### src/rtl/img_metadata_header_parser.sv
// img_metadata_header_parser: reassembles the 48-bit metadata trailer from the dozen stream
module img_metadata_header_parser #(
  parameter int TIMEOUT_CYCLES = 64,
  parameter int TO_W = 7
) (
  input  logic        sysClk,
  input  logic        reset,
  input  logic [11:0] dozen_in,
  input  logic        dozen_in_valid,
  input  logic        header_expected,
  output logic [1:0]  compression,
  output logic        RGB,
  output logic        cam_id,
  output logic [27:0] timestamp,
  output logic [15:0] trigger_index,
  output logic        metadata_valid,
  output logic        busy,
  output logic        header_error,
  output logic [15:0] header_count
);
  typedef enum logic {IDLE, COLLECT} state_t;
  state_t state, state_nx;
  logic [47:0] sr, sr_nx;
  logic [1:0] cnt, cnt_nx;
  logic [TO_W-1:0] gap, gap_nx;
  logic hdr_prev, hdr_rise, done, abort;
  assign hdr_rise = header_expected & ~hdr_prev;
  assign busy = state == COLLECT;
  // next state: restart beats completion, completion beats timeout
  always_comb begin
    state_nx = state;
    sr_nx = sr;
    cnt_nx = cnt;
    gap_nx = gap;
    done = 1'b0;
    abort = 1'b0;
    if (hdr_rise) begin
      state_nx = COLLECT;
      cnt_nx = '0;
      gap_nx = '0;
      abort = state == COLLECT;
    end else if (state == COLLECT) begin
      if (dozen_in_valid) begin
        sr_nx = {sr[35:0], dozen_in};
        cnt_nx = cnt + 2'd1;
        gap_nx = '0;
        done = cnt == 2'd3;
        state_nx = done ? IDLE : COLLECT;
      end else if (gap + 1'b1 == TO_W'(TIMEOUT_CYCLES)) begin
        abort = 1'b1;
        gap_nx = '0;
        state_nx = IDLE;
      end else begin
        gap_nx = gap + 1'b1;
      end
    end
  end
  // state register
  always_ff @(posedge sysClk or posedge reset) begin
    if (reset) state <= IDLE;
    else state <= state_nx;
  end
  // capture datapath, edge history and output registers
  always_ff @(posedge sysClk or posedge reset) begin
    if (reset) begin
      sr <= '0;
      cnt <= '0;
      gap <= '0;
      hdr_prev <= 1'b0;
      compression <= '0;
      RGB <= 1'b0;
      cam_id <= 1'b0;
      timestamp <= '0;
      trigger_index <= '0;
      metadata_valid <= 1'b0;
      header_error <= 1'b0;
      header_count <= '0;
    end else begin
      sr <= sr_nx;
      cnt <= cnt_nx;
      gap <= gap_nx;
      hdr_prev <= header_expected;
      metadata_valid <= done;
      header_error <= abort;
      if (done) begin
        {compression, RGB, cam_id, timestamp, trigger_index} <= sr_nx;
        header_count <= header_count + 16'd1;
      end
    end
  end
endmodule

### config.mk
export PLATFORM = sky130hd
export DESIGN_NAME = img_metadata_header_parser
export DESIGN_NICKNAME = d
export VERILOG_FILES = /design/src/rtl/img_metadata_header_parser.sv
export SDC_FILE = /design/constraint.sdc
export NUM_CORES = 1
export LEC_CHECK = 0
export ABC_AREA = 1
export ABC_CLOCK_PERIOD_IN_PS = 3850
export BUFFER_PORTS_ARGS = -buffer_cell sky130_fd_sc_hd__buf_2
export CAP_MARGIN = 10
export CORE_UTILIZATION = 40
export CTS_CLUSTER_SIZE = 24
export DETAILED_ROUTE_END_ITERATION = 8
export GPL_ROUTABILITY_DRIVEN = 0
export SYNTH_ARGS = -nofsm -noshare
export SYNTH_HDL_FRONTEND = slang
export SYNTH_SLANG_ARGS = --single-unit
### constraint.sdc
create_clock -name sysClk -period 3.85 [get_ports sysClk]
set_clock_uncertainty 0.05 [all_clocks]
set_input_delay 0.1925 -clock sysClk [delete_from_list [all_inputs] [get_ports sysClk]]
set_output_delay 0.1925 -clock sysClk [all_outputs]
set_load 0.02 [all_outputs]
**Word-level counts from Yosys, hierarchy flattened**

Index checks and enable logic that the tools add are counted.

- Register bits: 125
- Input port bits: 16
- Output and inout bits: 67

- $add $sub $neg: 3
- Reductions and logical operators: 3
- Equality and inequality tests: 2
- Mux-type cells: 22
- Bitwise operators: 2

Operators by type and width:

| cell | count |
|---|---|
| $mux W48 | 3 |
| $mux W7 | 4 |
| $add A16 B1 Y16 const B | 1 |
| $mux W1 | 12 |
| $add A7 B1 Y7 const B | 1 |
| $eq A7 B7 Y1 const B | 1 |
| $mux W2 | 3 |
| $reduce_bool A2 Y1 | 2 |
| $add A2 B1 Y2 const B | 1 |
| $eq A2 B2 Y1 const B | 1 |
| $reduce_and A2 Y1 | 1 |
| $and A1 B1 Y1 | 1 |
| $not A1 Y1 | 1 |

**Logic depth before layout (Yosys ltp)**

Gate-level depths: netlist of the first run.

- Word-level depth: 6
- Mapped depth: 9
- Gate-level depth less buffers: 9

**Least setup slack after synthesis of the first run**

OpenSTA, ideal clock, no wires.

- Path type: register to register
- Start point: reg header_count[0]
- End point: reg header_count[10]
- Data required time: 3.720 ns
- Path buffers: 0
- Data arrival time: 1.389 ns
- Path slack: 2.331 ns
- Cell stages (with the launch flop): 7
- Setup time: 0.080 ns
- Cell sequence: dfrtp_1 > ha_1 > nand2_1 > nor3_1 > nand2_1 > nor3_2 > xor2_1

- Cells in the longest elaborated chain, start to end: 1

Ends and longest elaborated chain:

| what | RTL line | RTL |
|---|---|---|
| start: declaration | 19 | `output logic [15:0] header_count` |
| start signal: assignment | 87 | `header_count <= header_count + 16'd1;` |
| $add A16 B1 Y16 | 87 |  |

No other way between the ends.
A chain may end at the register's enable or synchronous reset.

**Worst setup path in the final report of the first run**

- Start point: in header_expected
- End point: reg header_count[10]

- Cells in the longest elaborated chain, start to end: 2

Ends and longest elaborated chain:

| what | RTL line | RTL |
|---|---|---|
| start: declaration | 10 | `input logic header_expected,` |
| $and A1 B1 Y1 | 27 | `assign hdr_rise = header_expected & ~hdr_prev;` |
| $mux W1 | 37 | `if (hdr_rise) begin` |

No other way between the ends.

==> results of run 1 <==
## power by group through the flow
stage	combinational [mW]	sequential (mW)	clock (mW)
final	1.22	1.83	1.47
after global placement	1.21	1.84	0
after detailed placement	1.23	1.85	0
after global routing	1.36	1.89	1.57
after floorplan	0.537	2.11	0
after CTS	1.24	1.84	1.50
## through the flow
stage	cells	power, mW	utilization	setup slack (ns)
after detailed placement	712	3.08	0.454	1.77
after global placement	712	3.05	0.454	1.85
final	751	4.53	0.510	1.69
after global routing	751	4.82	0.510	1.48
after CTS	751	4.58	0.510	1.67
after floorplan	505	2.65	-	0.620
## repair_timing
action                                  4_1_cts  5_1_grt
hold endpoints to repair                     73        0
gates resized for setup                       0        0
hold buffers                                  9        0
endpoints found under the setup margin        0        0
## synthesized netlist by cell type, drive strengths merged
| cell type | instances | area share |
|---|---|---|
| a21oi | 2 | 0.0021 |
| a22o | 1 | 0.0019 |
| buf | 12 | 0.023 |
| clkbuf | 10 | 0.0080 |
| clkinv | 1 | 0.00079 |
| dfrtp | 113 | 0.60 |
| ha | 3 | 0.0080 |
| inv | 58 | 0.046 |
| nand2 | 166 | 0.13 |
| nand3 | 13 | 0.016 |
| nand3b | 2 | 0.0032 |
| nand4 | 9 | 0.015 |
| nor2 | 16 | 0.014 |
| nor3 | 7 | 0.0095 |
| o21ai | 78 | 0.095 |
| o22ai | 2 | 0.0026 |
| o31ai | 1 | 0.0016 |
| xnor2 | 3 | 0.0056 |
| xor2 | 8 | 0.015 |
## layout make-up
| class | count | area, sq um | share of cell area |
|---|---|---|---|
| clock inverter | 6 | 82.6 | 0.0141 |
| clock buffer | 24 | 472 | 0.0806 |
| sequential | 113 | 2830 | 0.483 |
| tap | 143 | 179 | 0.0306 |
| multi-input combinational | 311 | 1530 | 0.261 |
| timing repair buffer | 95 | 543 | 0.0928 |
| inverter | 59 | 224 | 0.0383 |
## per-layer routing
metal | GRT usage | part of all wire | up-vias
li1 | - | - | 1788
met1 | 0.224 | 0.48 | 1644
met2 | 0.255 | 0.45 | 88
met3 | 0.0549 | 0.049 | 17
met4 | 0.0809 | 0.018 | 0
met5 | 0 | 0 | -
## critical path: cells and delay by family
family | cells | cell delay (ns)
buf+inv | 3 | 1.00
simple gates | 5 | 1.06
xor+xnor | 1 | 0.16
## worst max path at each step
| stage | end | slack, ns | cells after the start |
|---|---|---|---|
| 6_report | header_count[10] | 1.69 | 9 |
| 5_1_grt | header_count[10] | 1.48 | 9 |
| 4_1_cts | header_count[10] | 1.67 | 9 |
| 3_5_place_dp | sr[8] | 1.77 | 5 |
| 3_3_place_gp | header_count[10] | 1.85 | 6 |
| 2_1_floorplan | RGB | 0.62 | 1 |
## sequential cells by signal, summed over array words and instances (netlist names)
name and count:
header_error 1, gap 7, timestamp 28, hdr_prev 1, sr 36, metadata_valid 1
header_count 16, RGB 1, cam_id 1, busy 1, trigger_index 16, compression 2
cnt 2
## cell usage in the layout, fill, tap and decap left out, drive strengths merged, types with 7 or more instances in the layout
cell and instances:
inv 58, nor3 7, clkbuf 24, o21ai 78, buf 86, dfrtp 113, nor2 16, dlygate4sd3 9
nand3 13, nand4 9, nand2 166, xor2 8
## kinds of logic after synthesis
logic type / share of synthesized area
AND/OR/NAND/NOR: 0.191
flip-flops: 0.599
XOR/XNOR: 0.0204
buffers and inverters: 0.0779
AO/OA/AOI/OAI: 0.104
adder cells (fa/ha/maj): 0.00795
==> insert_results.sql, run 1 <==
INSERT INTO impl_metrics (metric_group, metric, value, unit) VALUES
('clock_tree', 'cts.sink_count', '113', ''),
('logic_synthesis', 'post_synth.cell_area_avg', '9.35', 'sq um'),
('setup_path', 'critical_path.cell_chain', 'dlygate4sd3_1 -> buf_2 -> nand2_2 -> nand3_4 -> nor2_4 -> buf_4 -> nand2_1 -> nor3_2 -> xor2_1', ''),
('floorplan', 'die_width', '111', 'microns'),
('setup_path', 'setup.worst_path.start_class', 'input port', ''),
('timing', 'finalHoldViolCount', '0', ''),
('setup_path', 'slowest_stage', 'sky130_fd_sc_hd__dlygate4sd3_1', ''),
('logic_synthesis', 'post_synth_inst_count', '505', ''),
('clock_tree', 'numCtsBuffers', '17', ''),
('drt', 'drcViolationCount', '0', ''),
('clock_tree', 'clk_transition_reported_paths', '0.05', 'ns'),
('setup_path', 'worst-path-max-fanout', '49', ''),
('logic_synthesis', 'yosysUniqueCellTypes', '29', ''),
('timing', 'tightestPinTransition', '0.717', 'ns'),
('logic_synthesis', 'ys_seq_area_frac', '0.599', ''),
('placed_design', 'dp.final_hpwl', '6.54', 'mm'),
('setup_path', 'max_stage_delay', '0.52', 'ns'),
('setup_path', 'criticalPathCategory', 'in2reg', ''),
('setup_path', 'worst_ep_arrival_time', '2.44', 'ns'),
('pwr', 'logic_gate_share_of_total_power', '0.270', ''),
('job', 'number_of_max_cap_violations', '0', ''),
('clock_tree', 'cts_root_buf', 'sky130_fd_sc_hd__clkbuf_16', ''),
('timing', 'maxSlewViolCount', '0', ''),
('setup_path', 'cp-end-kind', 'flip-flop', ''),
('setup_path', 'cells_on_worst_reg2reg_path', '6', ''),
('placed_design', 'detailed_place.area', '0.00521', 'sq mm'),
('clock_tree', 'clk_path_buf_depth', '2', ''),
('hold_path', 'min-delay-start', 'dozen_in[0]', ''),
('pwr', 'vdd_drop_max', '0.000340', 'V'),
('timing', 'timing.final.setup_violations', '0', ''),
('logic_synthesis', 'yosysWarningCount', '0', ''),
('pwr', 'power_density', '773', 'mW/mm^2'),
('floorplan', 'fp-row-count', '39', ''),
('run_status', 'outcome', 'completed', ''),
('timing', 'fmaxAchievable', '462', 'MHz'),
('placed_design', 'port-buffer-count', '82', ''),
('timing', 'finalSetupTns', '0', 'ns'),
('floorplan', 'dieHeight', '111', 'microns'),
('logic_synthesis', 'ys_seq_elements', '113', ''),
('setup_path', 'reg2reg_to', 'header_count[10]', ''),
('timing', 'max-slew-margin-rel', '0.522', ''),
('finish', 'finalNetCount', '616', ''),
('floorplan', 'floorplan_core_area', '0.0115', 'sq mm'),
('drt', 'route.detailed.wl_per_inst', '12.9', 'microns'),
('finish', 'synth_to_layout_area_growth', '24.0', '%'),
('grt', 'grt_antenna_before_repair', '0', ''),
('finish', 'antenna_diode_instance_count', '0', ''),
('setup_path', 'crit_start', 'header_expected', ''),
('timing', 'hold_slack', '0.00441', 'ns'),
('grt', 'number_of_global_route_vias_before_repair', '3409', ''),
('logic_synthesis', 'syn-num-nets', '524', ''),
('grt', 'grt_max_degree', '61', ''),
('floorplan', 'start_util', '0.412', ''),
('pwr', 'clockPowerShare', '0.325', ''),
('drt', 'detail_route.wirelength', '9.68', 'mm'),
('finish', 'final_layout_size_suffix_gt1_frac', '0.222', ''),
('setup_path', 'r2r_start', 'busy', ''),
('pwr', 'cellInternalPower', '2.97', 'mW'),
('pwr', 'seq_pwr_share', '0.405', ''),
('finish', 'design_area', '0.00585', 'sq mm'),
('clock_tree', 'insertion_delay', '0.41', 'ns'),
('timing', 'post-route-period-util', '0.562', ''),
('drt', 'vias', '3537', ''),
('logic_synthesis', 'netlist_area', '0.00472', 'sq mm'),
('floorplan', 'fp.dieArea', '0.0122', 'sq mm'),
('timing', 'grt_setup_unrepaired', 'false', ''),
('grt', 'global_route.overflow_total', '0', ''),
('finish', 'layout.filler_cells', '1073', ''),
('grt', 'grt_first_pass_wirelength', '16.5', 'mm'),
('drt', 'drt-vias-per-instance', '4.71', ''),
('clock_tree', 'clock_tree.htree_level_count', '4', '');
No activity file was read; power rests on OpenSTA's default activity.
==> run 2, diff against run 1 <==
- ABC_AREA: 1 -> 0
- ABC_CLOCK_PERIOD_IN_PS: 3850 -> 1700
- clock period: 3.85 -> 1.7 ns (I/O delays scaled with it)
==> run 2 against run 1 <==
First-iteration DRC count decreased by 11%; combinational power increased by 120%; synthesized area decreased by 3.8%; design area increased by 4.8%; register-to-register slack got worse by 1.7 ns.
==> insert_results.sql, run 2 <==
INSERT INTO impl_metrics (metric_group, metric, value, unit) VALUES
('grt', 'number_of_global_route_vias_before_repair', '3127', ''),
('pwr', 'vdd_drop_max', '0.000970', 'V'),
('clock_tree', 'tritoncts', 'yes', ''),
('logic_synthesis', 'synth-edff-count', '0', ''),
('floorplan', 'dieHeight', '109', 'microns'),
('grt', 'met1_usage_grt', '0.217', ''),
('setup_path', 'reg2reg_to', 'compression[1]', ''),
('timing', 'tightestPinTransition', '0.500', 'ns'),
('setup_path', 'worst-path-max-fanout', '13', ''),
('pwr', 'leakage', '2.99', 'nW'),
('setup_path', 'r2r_start', 'hdr_prev', ''),
('clock_tree', 'clk_transition_reported_paths', '0.05', 'ns'),
('placed_design', 'detailed_place.area', '0.00528', 'sq mm'),
('setup_path', 'worst_ep_arrival_time', '1.88', 'ns'),
('logic_synthesis', 'yosys-top-cells-area', 'sky130_fd_sc_hd__dfrtp_1 (62%), sky130_fd_sc_hd__mux2_2 (20%), sky130_fd_sc_hd__xnor2_1 (2.1%), sky130_fd_sc_hd__nand3_1 (1.2%), sky130_fd_sc_hd__buf_2 (0.99%)', ''),
('grt', 'grt_usage', '0.172', ''),
('logic_synthesis', 'postSynth.topFlopCell', 'sky130_fd_sc_hd__dfrtp_1', ''),
('floorplan', 'fp.dieArea', '0.0118', 'sq mm'),
('finish', 'design_area', '0.00613', 'sq mm'),
('drt', 'vias', '2954', ''),
('pwr', 'switching_share', '0.300', ''),
('setup_path', 'critical_path.cell_chain', 'nor2b_4 -> nor3b_4 -> buf_12 -> clkbuf_16 -> mux2_1', ''),
('logic_synthesis', 'yosysUniqueCellTypes', '42', ''),
('grt', 'global_route.usage.met2', '0.269', ''),
('floorplan', 'die_width', '109', 'microns'),
('hold_path', 'holdPathEnd', 'cnt[1]', ''),
('timing', 'setup_ws', '0.0567', 'ns'),
('logic_synthesis', 'netlist_area', '0.00454', 'sq mm'),
('pwr', 'cellInternalPower', '7.25', 'mW'),
('finish', 'biggestRegsByFlops', 'sr x36, timestamp x28', ''),
('clock_tree', 'cts.sink_count', '113', ''),
('finish', 'most-common-layout-cells', 'sky130_fd_sc_hd__dfrtp_1 (112), sky130_fd_sc_hd__mux2_2 (82), sky130_fd_sc_hd__buf_2 (82)', ''),
('hold_path', 'hp-class', 'in2reg', ''),
('pwr', 'power_switching', '3.11', 'mW'),
('placed_design', 'port-buffer-count', '82', ''),
('grt', 'grt_busiest_layer', 'met2', ''),
('setup_path', 'setup.worst_path.start_class', 'flip-flop', ''),
('timing', 'fmaxAchievable', '609', 'MHz'),
('pwr', 'power_density', '1690', 'mW/mm^2'),
('grt', 'global_route.overflow_total', '0', ''),
('finish', 'final_layout_size_suffix_gt1_frac', '0.517', ''),
('setup_path', 'max_stage_delay', '0.41', 'ns'),
('logic_synthesis', 'yosys-top-cells-count', 'sky130_fd_sc_hd__dfrtp_1 (113), sky130_fd_sc_hd__mux2_2 (82), sky130_fd_sc_hd__nand2_1 (11), sky130_fd_sc_hd__nand3_1 (11), sky130_fd_sc_hd__xnor2_1 (11)', ''),
('logic_synthesis', 'synth_top_cell_area_share', '0.622', ''),
('setup_path', 'cp-end-kind', 'flip-flop', ''),
('clock_tree', 'numCtsBuffers', '17', ''),
('finish', 'largest-register', 'sr', ''),
('pwr', 'totalPowerFinal', '10.4', 'mW'),
('floorplan', 'boundaryPins', '83', ''),
('logic_synthesis', 'ys_seq_elements', '113', ''),
('logic_synthesis', 'yosysWarningCount', '0', ''),
('logic_synthesis', 'most_frequently_used_cell_type_in_the_post_synthesis_netlist', 'sky130_fd_sc_hd__dfrtp_1', ''),
('logic_synthesis', 'post_synth_inst_count', '312', ''),
('timing', 'post-route-period-util', '0.967', ''),
('logic_synthesis', 'syn-num-nets', '331', ''),
('finish', 'most_common_library_cell_in_the_layout_ignoring_fill_and_taps', 'sky130_fd_sc_hd__dfrtp_1', ''),
('grt', 'grt_max_degree', '42', ''),
('setup_path', 'r2r_slack', '0.06', 'ns'),
('logic_synthesis', 'post_synth.cell_area_avg', '14.6', 'sq um'),
('finish', 'finalNetCount', '455', ''),
('floorplan', 'fp-row-count', '38', ''),
('timing', 'finalHoldViolCount', '0', ''),
('setup_path', 'slowest_stage', 'sky130_fd_sc_hd__dfrtp_1', ''),
('finish', 'largest_reg_flops', '36', ''),
('drt', 'antenna_left', '0', ''),
('timing', 'finalSetupTns', '0', 'ns'),
('pwr', 'logic_gate_share_of_total_power', '0.256', ''),
('floorplan', 'floorplan_core_area', '0.0109', 'sq mm'),
('setup_path', 'cells_on_worst_reg2reg_path', '5', ''),
('grt', 'grt_first_pass_wirelength', '15.2', 'mm'),
('pwr', 'seq_pwr_share', '0.396', ''),
('timing', 'fin_crit', '1.64', 'ns'),
('finish', 'multi_input_area', '0.00169', 'sq mm'),
('clock_tree', 'clock_tree.htree_level_count', '4', ''),
('job', 'number_of_max_cap_violations', '0', ''),
('grt', 'grt_antenna_before_repair', '0', ''),
('logic_synthesis', 'ys_seq_area_frac', '0.622', ''),
('clock_tree', 'insertion_delay', '0.40', 'ns'),
('drt', 'drtPass1Iterations', '4', ''),
('floorplan', 'start_util', '0.415', ''),
('logic_synthesis', 'synthArstFlopShare', '1.00', ''),
('pwr', 'clockPowerShare', '0.348', ''),
('timing', 'max-slew-margin-rel', '0.665', ''),
('finish', 'antenna_diode_instance_count', '0', ''),
('finish', 'layout.filler_cells', '926', ''),
('clock_tree', 'clk_path_buf_depth', '2', ''),
('drt', 'drt-vias-per-instance', '5.02', ''),
('drt', 'drcViolationCount', '0', ''),
('hold_path', 'min-delay-start', 'dozen_in_valid', ''),
('logic_synthesis', 'synthDominantAreaCellType', 'sky130_fd_sc_hd__dfrtp_1', ''),
('finish', 'register_area', '0.00283', 'sq mm'),
('timing', 'maxSlewViolCount', '0', ''),
('clock_tree', 'cts_root_buf', 'sky130_fd_sc_hd__clkbuf_16', ''),
('finish', 'synth_to_layout_area_growth', '35.0', '%'),
('setup_path', 'criticalPathCategory', 'reg2reg', ''),
('timing', 'timing.final.setup_violations', '0', ''),
('run_status', 'outcome', 'completed', ''),
('placed_design', 'dp.final_hpwl', '5.80', 'mm'),
('drt', 'detail_route.wirelength', '9.29', 'mm'),
('drt', 'route.detailed.wl_per_inst', '15.8', 'microns'),
('hold_path', 'worst_hold_path_cells', '4', ''),
('setup_path', 'cp_data_required_time', '1.94', 'ns'),
('finish', 'postLayoutCoreUtil', '0.561', ''),
('timing', 'grt_setup_unrepaired', 'true', ''),
('drt', 'detail_route.iter0.violations', '101', ''),
('placed_design', 'detailedPlace.worstSlack', '-0.0109', 'ns'),
('grt', 'groute.layer.met3.usage', '0.0579', '');
run 2: cell types whose count changed after synthesis, moves of 9 or more:
cell / before / now
sky130_fd_sc_hd__nand2_1: 165 / 11
sky130_fd_sc_hd__o21ai_0: 46 / 2
sky130_fd_sc_hd__inv_1: 57 / 3
sky130_fd_sc_hd__o21ai_2: 16 / 0
sky130_fd_sc_hd__mux2_2: 0 / 82
sky130_fd_sc_hd__nor2_1: 15 / 6
sky130_fd_sc_hd__o21ai_1: 16 / 0
sky130_fd_sc_hd__clkbuf_1: 10 / 1
run 2: stage by stage:
step | cells | hold WS [ns]
3_5_place_dp | 539 | 0.0470
3_3_place_gp | 539 | 0.0384
2_1_floorplan | 312 | 0.0664
5_1_grt | 589 | 0.0956
4_1_cts | 585 | 0.0648
6_report | 589 | 0.0842
run 2: cell families after synthesis:
family,count (synthesis),synth area share
AO/OA/AOI/OAI,18,0.0262
XOR/XNOR,16,0.0308
adder cells (fa/ha/maj),3,0.00826
buffers and inverters,15,0.0173
flip-flops,113,0.622
multiplexers,87,0.215
AND/OR/NAND/NOR,60,0.0799
run 2: cell type report:
type / instances / share of cell area
sequential: 113 / 0.461
multi-input combinational: 184 / 0.275
timing repair buffer: 117 / 0.133
clock buffer: 20 / 0.0745
tap: 140 / 0.0286
clock inverter: 12 / 0.0255
inverter: 3 / 0.00245
run 2: how the worst max path moves through the flow:
stage	from	slack (ns)	endpoint
3_3_place_gp	cnt[0]	0.07	header_count[11]
4_1_cts	cnt[0]	0.03	header_count[11]
2_1_floorplan	busy	-0.05	timestamp[0]
5_1_grt	cnt[1]	-0.02	header_count[13]
3_5_place_dp	gap[5]	-0.01	busy
6_report	hdr_prev	0.06	compression[1]
run 2: critical path, delay by kind of cell (launching register included):
kind                   cells  cell delay (ns)
buffers and inverters      2             0.32
AND/OR/NAND/NOR            2             0.43
flip-flops                 1             0.41
multiplexers               1             0.31
run 2: per-layer routing:
| metal | share of wire | wire length [microns] | vias up |
|---|---|---|---|
| met4 | 0.0095 | 88 | 0 |
| li1 | - | - | 1374 |
| met2 | 0.48 | 4430 | 78 |
| met1 | 0.45 | 4190 | 1494 |
| met5 | 0 | 0 | - |
| met3 | 0.061 | 569 | 8 |
run 2: repair_timing:
item | 4_1_cts | 5_1_grt
hold buffers | 14 | 0
endpoints found under the setup margin | 1 | 55
buffers inserted | 0 | 3
hold endpoints to repair | 138 | 0
gates resized for setup | 1 | 8
gates cloned | 0 | 1
pin swaps | 0 | 3
run 2: power by group through the flow:
| stage | Sequential [mW] | Combinational, mW | Clock [mW] |
|---|---|---|---|
| 4_1_cts | 4.12 | 2.64 | 3.69 |
| 2_1_floorplan | 4.71 | 1.06 | 0 |
| 5_1_grt | 4.25 | 2.87 | 3.81 |
| 3_3_place_gp | 4.10 | 2.55 | 0 |
| 6_report | 4.11 | 2.66 | 3.61 |
| 3_5_place_dp | 4.15 | 2.61 | 0 |
